--- src/rtl/mfp_music_sequencer.sv ---
// Looping four-note square-wave bass line with a tempo set by the speed input.
// Optional silent gap between notes is enabled by defining MFP_MUSIC_GAP_EN.
module mfp_music_sequencer #(
  parameter int unsigned NOTE_LEN     = 12_500_000,
  parameter int unsigned SPEED_STEP   = 625_000,
  parameter int unsigned MIN_NOTE_LEN = 2_500_000,
  parameter int unsigned HALF0        = 454_545,
  parameter int unsigned HALF1        = 382_219,
  parameter int unsigned HALF2        = 340_507,
  parameter int unsigned HALF3        = 303_370,
  parameter int unsigned GAP_LEN      = 1_250_000
) (
  input  logic       clk,
  input  logic       reset,
  input  logic       music_en,
  input  logic [3:0] speed,
  output logic       audio_out,
  output logic [1:0] note_idx,
  output logic       playing,
  output logic       note_strobe
);

  typedef enum logic [1:0] {StIdle, StPlay, StGap} state_e;

  state_e      state_q, state_d;
  logic [31:0] note_cnt_q, note_cnt_d;
  logic [31:0] tone_cnt_q, tone_cnt_d;
  logic        audio_q, audio_d;
  logic [1:0]  idx_q, idx_d;
  logic        playing_q, playing_d;
  logic        strobe_q, strobe_d;

  logic [31:0] step_prod;
  logic [31:0] note_len;
  logic [1:0]  idx_next;

  function automatic logic [31:0] half_len(input logic [1:0] idx);
    logic [31:0] h;
    unique case (idx)
      2'd0:    h = 32'(HALF0);
      2'd1:    h = 32'(HALF1);
      2'd2:    h = 32'(HALF2);
      default: h = 32'(HALF3);
    endcase
    return h;
  endfunction

  // Clamp before subtracting so a large speed can never wrap to a huge length.
  always_comb begin
    step_prod = 32'(speed) * 32'(SPEED_STEP);
    if (step_prod > 32'(NOTE_LEN) - 32'(MIN_NOTE_LEN)) begin
      note_len = 32'(MIN_NOTE_LEN);
    end else begin
      note_len = 32'(NOTE_LEN) - step_prod;
    end
    idx_next = idx_q + 2'd1;
  end

  always_comb begin
    state_d    = state_q;
    note_cnt_d = note_cnt_q;
    tone_cnt_d = tone_cnt_q;
    audio_d    = audio_q;
    idx_d      = idx_q;
    playing_d  = playing_q;
    strobe_d   = 1'b0;
    if (!music_en) begin
      state_d    = StIdle;
      note_cnt_d = '0;
      tone_cnt_d = '0;
      audio_d    = 1'b0;
      idx_d      = 2'd0;
      playing_d  = 1'b0;
    end else begin
      unique case (state_q)
        StIdle: begin
          state_d    = StPlay;
          playing_d  = 1'b1;
          idx_d      = 2'd0;
          strobe_d   = 1'b1;
          audio_d    = 1'b0;
          note_cnt_d = note_len - 32'd1;
          tone_cnt_d = half_len(2'd0) - 32'd1;
        end
        StPlay: begin
          if (note_cnt_q == '0) begin
`ifdef MFP_MUSIC_GAP_EN
            state_d    = StGap;
            audio_d    = 1'b0;
            note_cnt_d = 32'(GAP_LEN) - 32'd1;
            tone_cnt_d = '0;
`else
            idx_d      = idx_next;
            strobe_d   = 1'b1;
            audio_d    = 1'b0;
            note_cnt_d = note_len - 32'd1;
            tone_cnt_d = half_len(idx_next) - 32'd1;
`endif
          end else begin
            note_cnt_d = note_cnt_q - 32'd1;
            if (tone_cnt_q == '0) begin
              audio_d    = ~audio_q;
              tone_cnt_d = half_len(idx_q) - 32'd1;
            end else begin
              tone_cnt_d = tone_cnt_q - 32'd1;
            end
          end
        end
        StGap: begin
          if (note_cnt_q == '0) begin
            state_d    = StPlay;
            idx_d      = idx_next;
            strobe_d   = 1'b1;
            note_cnt_d = note_len - 32'd1;
            tone_cnt_d = half_len(idx_next) - 32'd1;
          end else begin
            note_cnt_d = note_cnt_q - 32'd1;
          end
        end
        default: state_d = StIdle;
      endcase
    end
  end

  always_ff @(posedge clk or posedge reset) begin
    if (reset) begin
      state_q    <= StIdle;
      note_cnt_q <= '0;
      tone_cnt_q <= '0;
      audio_q    <= 1'b0;
      idx_q      <= 2'd0;
      playing_q  <= 1'b0;
      strobe_q   <= 1'b0;
    end else begin
      state_q    <= state_d;
      note_cnt_q <= note_cnt_d;
      tone_cnt_q <= tone_cnt_d;
      audio_q    <= audio_d;
      idx_q      <= idx_d;
      playing_q  <= playing_d;
      strobe_q   <= strobe_d;
    end
  end

  assign audio_out   = audio_q;
  assign note_idx    = idx_q;
  assign playing     = playing_q;
  assign note_strobe = strobe_q;

endmodule

--- config.mk ---
export PLATFORM = sky130hd
export DESIGN_NAME = mfp_music_sequencer
export DESIGN_NICKNAME = d
export VERILOG_FILES = /design/src/rtl/mfp_music_sequencer.sv
export SDC_FILE = /design/constraint.sdc
export NUM_CORES = 1
export LEC_CHECK = 0
export CAP_MARGIN = 15
export CORE_AREA = 3 3 201 105
export DETAILED_ROUTE_END_ITERATION = 10
export DIE_AREA = 0 0 204 108
export GPL_TIMING_DRIVEN = 0
export SYNTH_ARGS = -nofsm -noshare
export SYNTH_HDL_FRONTEND = slang
export SYNTH_SLANG_ARGS = --single-unit
--- constraint.sdc ---
create_clock -name clk -period 6.2 [get_ports clk]
set_input_delay 1.24 -clock clk [delete_from_list [all_inputs] [get_ports clk]]
set_output_delay 1.24 -clock clk [all_outputs]
set_load 0.01 [all_outputs]
* After elaboration in Yosys (flattened, before gate mapping) *
Index checks and enable logic that the tools add are counted.

word-level totals
  register bits after elaboration = 71

operators by class
  $lt $le $gt $ge = 1
  mux-type cells = 35
  bitwise gates (word level) = 1
  multipliers = 1
  equality and inequality tests = 14
  $add $sub $neg = 8
  reduce and logical (&&, ||, !) cells = 10

operators with widths
  cell                                                                     count
  32-bit two-way mux                                                       16
  32-bit by 1-bit subtractor with 32-bit output, second input constant     6
  18-bit case mux with 3 select lines                                      2
  32-bit case mux with 3 select lines                                      1
  32-bit logical NOT                                                       2
  32-bit case mux with 2 select lines                                      1
  24-bit by 24-bit subtractor with 25-bit output, first input constant     1
  24-bit > comparator, second input constant                               1
  4-bit by 17-bit multiplier with 21-bit output, second input constant     1
  2-bit two-way mux                                                        4
  2-bit AND reduction                                                      4
  1-bit two-way mux                                                        7
  2-bit by 1-bit == test with 1-bit output, second input constant          3
  2-bit == test, second input constant                                     3
  2-bit logical NOT                                                        3
  3-bit by 2-bit inequality test with 1-bit output, second input constant  2
  2-bit case mux with 3 select lines                                       1
  4-bit by 1-bit inequality test with 1-bit output, second input constant  1
  4-bit inequality test, second input constant                             1
  1-bit case mux with 2 select lines                                       2
  2-bit case mux with 2 select lines                                       1
  3-bit by 1-bit inequality test with 1-bit output, second input constant  1
  3-bit inequality test, second input constant                             1
  2-bit by 1-bit adder with 2-bit output, second input constant            1
  4 further kinds                                                          4

* Depth between registers and ports, before layout *
  depth in word-level cells = 11
  depth in mapped cells = 23
  mapped depth without buffers = 21

* Worst setup path before layout *
OpenSTA, ideal clock, no wires.

  kind = input port to flip-flop
  start = input speed[2]
  end = register note_cnt_q[23]
  required time = 6.069 ns
  library setup time = 0.131 ns
  buffers on the path = 1
  arrival = 5.910 ns
  stages = 22
  path slack = 0.159 ns
  cell sequence = buf_2 inv_1 ha_1 fa_1 inv_1 ha_1 or2_4 nand3_1 nand2_1 a2111oi_0 o41ai_1 a21o_1 a31oi_4 nand2b_1 ha_1 nor2b_1 o211ai_1 nor3_1 nand4_1 nor3_2 nor3b_1 o22ai_1

between the ends
  word-level cells in the longest chain between the ends = 7
  elaborated cells between the ends (all ways) = 8
  classes of those cells = add/sub (2); mul (1); order compare (1); mux (4)

RTL lines
  what                                                                                   RTL line     source
  start, declared                                                                        16           input logic [3:0] speed,
  4-bit by 17-bit multiplier with 21-bit output *                                        50           step_prod = 32'(speed) * 32'(SPEED_STEP);
  24-bit by 24-bit subtractor with 25-bit output or 24-bit > comparator (tied branches)  54, 51
  32-bit two-way mux *                                                                   51           if (step_prod > 32'(NOTE_LEN) - 32'(MIN_NOTE_LEN)) begin
  32-bit by 1-bit subtractor with 32-bit output *                                        82, 96, 114
  32-bit two-way mux                                                                     86, 110
  32-bit case mux with 2 select lines *                                                  75           unique case (state_q)
  32-bit two-way mux *                                                                   67           if (!music_en) begin
  end signal, assigned                                                                   136          note_cnt_q <= note_cnt_d;
  end, declared                                                                          26           logic [31:0] note_cnt_q, note_cnt_d;

Mark *: on every way between the ends. The rest lies on a longest branch, timed or not.
A chain may end at the register's enable or synchronous reset.

* Worst setup path in the final report *
  start = input speed[1]
  end = register note_cnt_q[23]

The elaborated chain is that of the path after synthesis.

==> results by group <==
Outcome
  – Status: finished clean

GRT
  – Initial antenna violation count: 0
  – Largest net degree at the start of global routing: 71
  – First-pass GRT wire length: ~23,000 µm
  – Gr usage total: 12.7%
  – Vias in the first global route: approximately 4,800
  – Grt total ovfl: 0

Power
  – Total Power: between 1.5 and 2 mW
  – VDD IR max: approximately 90 µV
  – Flop pwr share: roughly a third
  – Clock share of power: between 30% and 40%
  – Comb power frac: 36.5%
  – Sw frac: between 30% and 40%
  – NetSw: 581 µW
  – Cell internal pwr: about 1 mW
  – Leakage power: between 2 and 3 nW
  – PwrDens: roughly 240 nW/µm²

Clock network
  – Clock buffer count from CTS: 9
  – Clk_lat worst skew: 0.33 ns
  – H-tree depth: 3
  – Clock root cell: clkbuf_16
  – CTS tree: done
  – # clock sinks: 70
  – Worst-path clk slew: approximately 0.060 ns
  – Hold_buf cts: 0
  – Clock Path Buffers: 2

STA
  – Clock Skews: 0.0126 ns
  – FMAX: around 170 MHz
  – Shortest period the worst path allows: approximately 5.8 ns
  – Worst Max-Slew Pin Slew: 1.11 ns
  – Post-route clock period utilization: roughly 94%
  – Slew Limit Fails: 0
  – Slew headroom: between 20% and 30%
  – Fin worst setup slack: ~0.39 ns
  – Fin. Hold Viols: 0
  – Final setup fails: 0

Worst setup path
  – R2r endpoint: tone_cnt_q[29]
  – Worst EP arrival: about 6.0 ns
  – Worst setup path endpoint: note_cnt_q[23]
  – Critical path's top delay family: adder cells
  – CP Buf/Inv Count: 2
  – Worst setup EP type: flop
  – Reg-to-Reg Start: note_cnt_q[9]
  – Worst R2R Path Depth: 7
  – CP max-delay cell: ha_1
  – Setup crit start: speed[1]
  – Most Frequent Cell on Critical Path: ha_1
  – CP Data Required Time: approximately 6.4 ns
  – Peak fanout along the critical path: 10
  – CP Launch Type: input port
  – Reg2reg setup slack: approximately 2.8 ns
  – Crit path largest cell delay: roughly 0.44 ns
  – Crit-path cells: clkdlybuf4s15_1 > ha_1 > ha_1 > ha_1 > inv_1 > fa_1 > nand2b_1 > a21oi_2 > xnor2_2 > a2111oi_4 > o41ai_2 > a21o_1 > a31oi_4 > nand2b_1 > ha_1 > nor2b_4 > o211ai_1 > nor3_2 > nand4_1 > nor3_2 > nor3b_2 > o22ai_1
  – Crit path kind: input port to flop
  – Critical Path Stages: 22

Routing
  – Routed len/inst: 14.0 µm
  – DR iter-0 viols: ~250
  – Drt first pass iters: 4
  – Post-route DRC: 0
  – Post-route ant nets: 0
  – WL final: about 14,000 µm
  – DR vias/cell: around 5
  – Via Count: around 5,000

Synthesis
  – Synth Area in Compound Gates: between 10% and 20%
  – Syn Inst Count: around 680
  – Adder-cell share of the synthesized area: about 9.1%
  – Synth unique cells: 67
  – Synth Area in Simple Gates: a little under a quarter
  – XOR/XNOR Fraction of Synth Area: approximately 15%
  – Yosys top cell by area: dfrtp_1
  – Post-synth EDFFs: 0
  – Post-synth ARST share: 100%
  – Seq/Total Area, Yosys: between 30% and 40%
  – Post-synthesis net count: about 730
  – Share of the synthesized area in the top cell type: between 30% and 40%
  – Synth area leaders: dfrtp_1, xnor2_1, ha_1, xor2_1, nor2_1
  – Syn. warnings: 0
  – Combinational family with the most area after synthesis: simple AND/OR/NAND/NOR gates
  – Top_reg_cell synth: dfrtp_1
  – Avg Inst Size Synth: approximately 8.5 µm²
  – Mux contribution to synthesized area: less than 1%
  – Cell area after synthesis: just under 6000 µm²
  – Synth Register Bits: 70

Layout
  – Layout area overhead: 15.6%
  – Ant. Diodes: 0
  – Non-filler instance count after layout: roughly 980
  – Area of the multi-input gates: 3970 µm²
  – Most frequent cells in the layout: nor2_1, dfrtp_1, xnor2_1, nand2_1, ha_1
  – Share of layout cells above drive strength 1: slightly below 10%
  – # fillers: 2,004
  – FF+latch area: approximately 1800 µm²
  – NumNets Final: 755

Job
  – Max-Cap Viols: 0

Worst hold path
  – Worst Hold Class: flop to flop

Die
  – Placeable Area: about 19,000 µm²
  – DIE HEIGHT: roughly 110 µm
  – Initial Utilization: a little under a third
  – I/O pin cnt: 12
  – Area of the die: 22,000 µm²
  – Std-Cell Rows: 36
  – Die W: between 200 and 250 µm

Placed design
  – Gpl congestion: between 0.8 and 0.9
  – Pre-CTS setup slack: -1.39 ns
  – Placed cell count: 958
  – PortBufs: 11
  – DP HPWL: around 10,000 µm
-- per-stage QoR --
| step | TNS (ns) | cell area (µm²) | util, % | hold slack [ns] |
|---|---|---|---|---|
| after floorplan | 0 | 5810 | - | 0.453 |
| after global placement | -8.18 | 6250 | 32.4 | 0.482 |
| after detailed placement | -8.53 | 6250 | 32.4 | 0.488 |
| after CTS | 0 | 6600 | 34.1 | 0.498 |
| after global routing | -0.00114 | 6710 | 34.7 | 0.529 |
| final | 0 | 6710 | 34.7 | 0.492 |
-- cell usage after synthesis (all sizes together), types with 8 or more instances --
| library cell | number |
|---|---|
| xor2 | 33 |
| ha | 39 |
| nand3 | 13 |
| a21oi | 37 |
| inv | 24 |
| nand2b | 12 |
| clkbuf | 24 |
| or3 | 12 |
| xnor2 | 67 |
| nor4 | 18 |
| nand4 | 9 |
| o211ai | 11 |
| nor3 | 30 |
| a211oi | 9 |
| nor2b | 10 |
| dfrtp | 70 |
| nand2 | 47 |
| and3 | 8 |
| o21a | 9 |
| o22ai | 11 |
| nor2 | 71 |
| or4 | 10 |
| o21ai | 28 |
-- area by class of cell --
cell class	instances	share of cell area, %
flip-flops and latches	70	26.1
plain buffers	28	1.94
clock buffers	9	3.36
well taps	266	4.96
multi-input cells	557	59.1
repair buffers	17	2.39
clock inverters	7	0.746
inverters	24	1.38
-- state kept, by name, summed over array words and instances (netlist names) --
register / cells
tone_cnt_q: 32
note_strobe: 1
state_q: 1
playing: 1
note_cnt_q: 32
audio_out: 1
note_idx: 2
-- kinds of logic (layout without fill, tap and decap cells) --
group           Yosys count  count (layout)
simple gates            264             264
compound gates          150             150
xor+xnor                100             100
flops                    70              70
buf+inv                  54              85
fa+ha+maj                41              41
mux                       2               2
-- how the worst min path moves through the flow --
| stage | from | slack, ns | end | cells past startpoint |
|---|---|---|---|---|
| 2_1_floorplan | note_cnt_q[0] | 0.45 | note_cnt_q[0] | 1 |
| 3_3_place_gp | note_cnt_q[0] | 0.48 | note_cnt_q[0] | 1 |
| 3_5_place_dp | note_cnt_q[0] | 0.49 | note_cnt_q[0] | 1 |
| 4_1_cts | note_cnt_q[0] | 0.50 | note_cnt_q[0] | 1 |
| 5_1_grt | note_cnt_q[0] | 0.53 | note_cnt_q[0] | 1 |
| 6_report | note_cnt_q[0] | 0.49 | note_cnt_q[0] | 1 |
-- metal layers --
metal	share of wire (%)	vias to the layer above	track usage [%]	wire, µm
li1	-	2494	-	-
met3	1.8	16	2.02	253
met1	48	2362	16.6	6610
met4	1.5	0	2.99	199
met2	48	55	22.2	6640
met5	0	-	0	0
-- power by group through the flow --
| stage | sequential [mW] | combinational (mW) | clock (mW) |
|---|---|---|---|
| floorplan | 0.531 | 0.439 | 0 |
| global placement | 0.537 | 0.538 | 0 |
| detailed placement | 0.538 | 0.545 | 0 |
| CTS | 0.530 | 0.562 | 0.485 |
| global route | 0.536 | 0.650 | 0.508 |
| finish | 0.531 | 0.581 | 0.478 |
-- timing repair --
item,in CTS,in global routing
pin swaps,4,7
gates resized for setup,18,18
endpoints found under the setup margin,9,4
buffers inserted,3,3
cloned,0,0
Power figures use the tool's default switching activity.
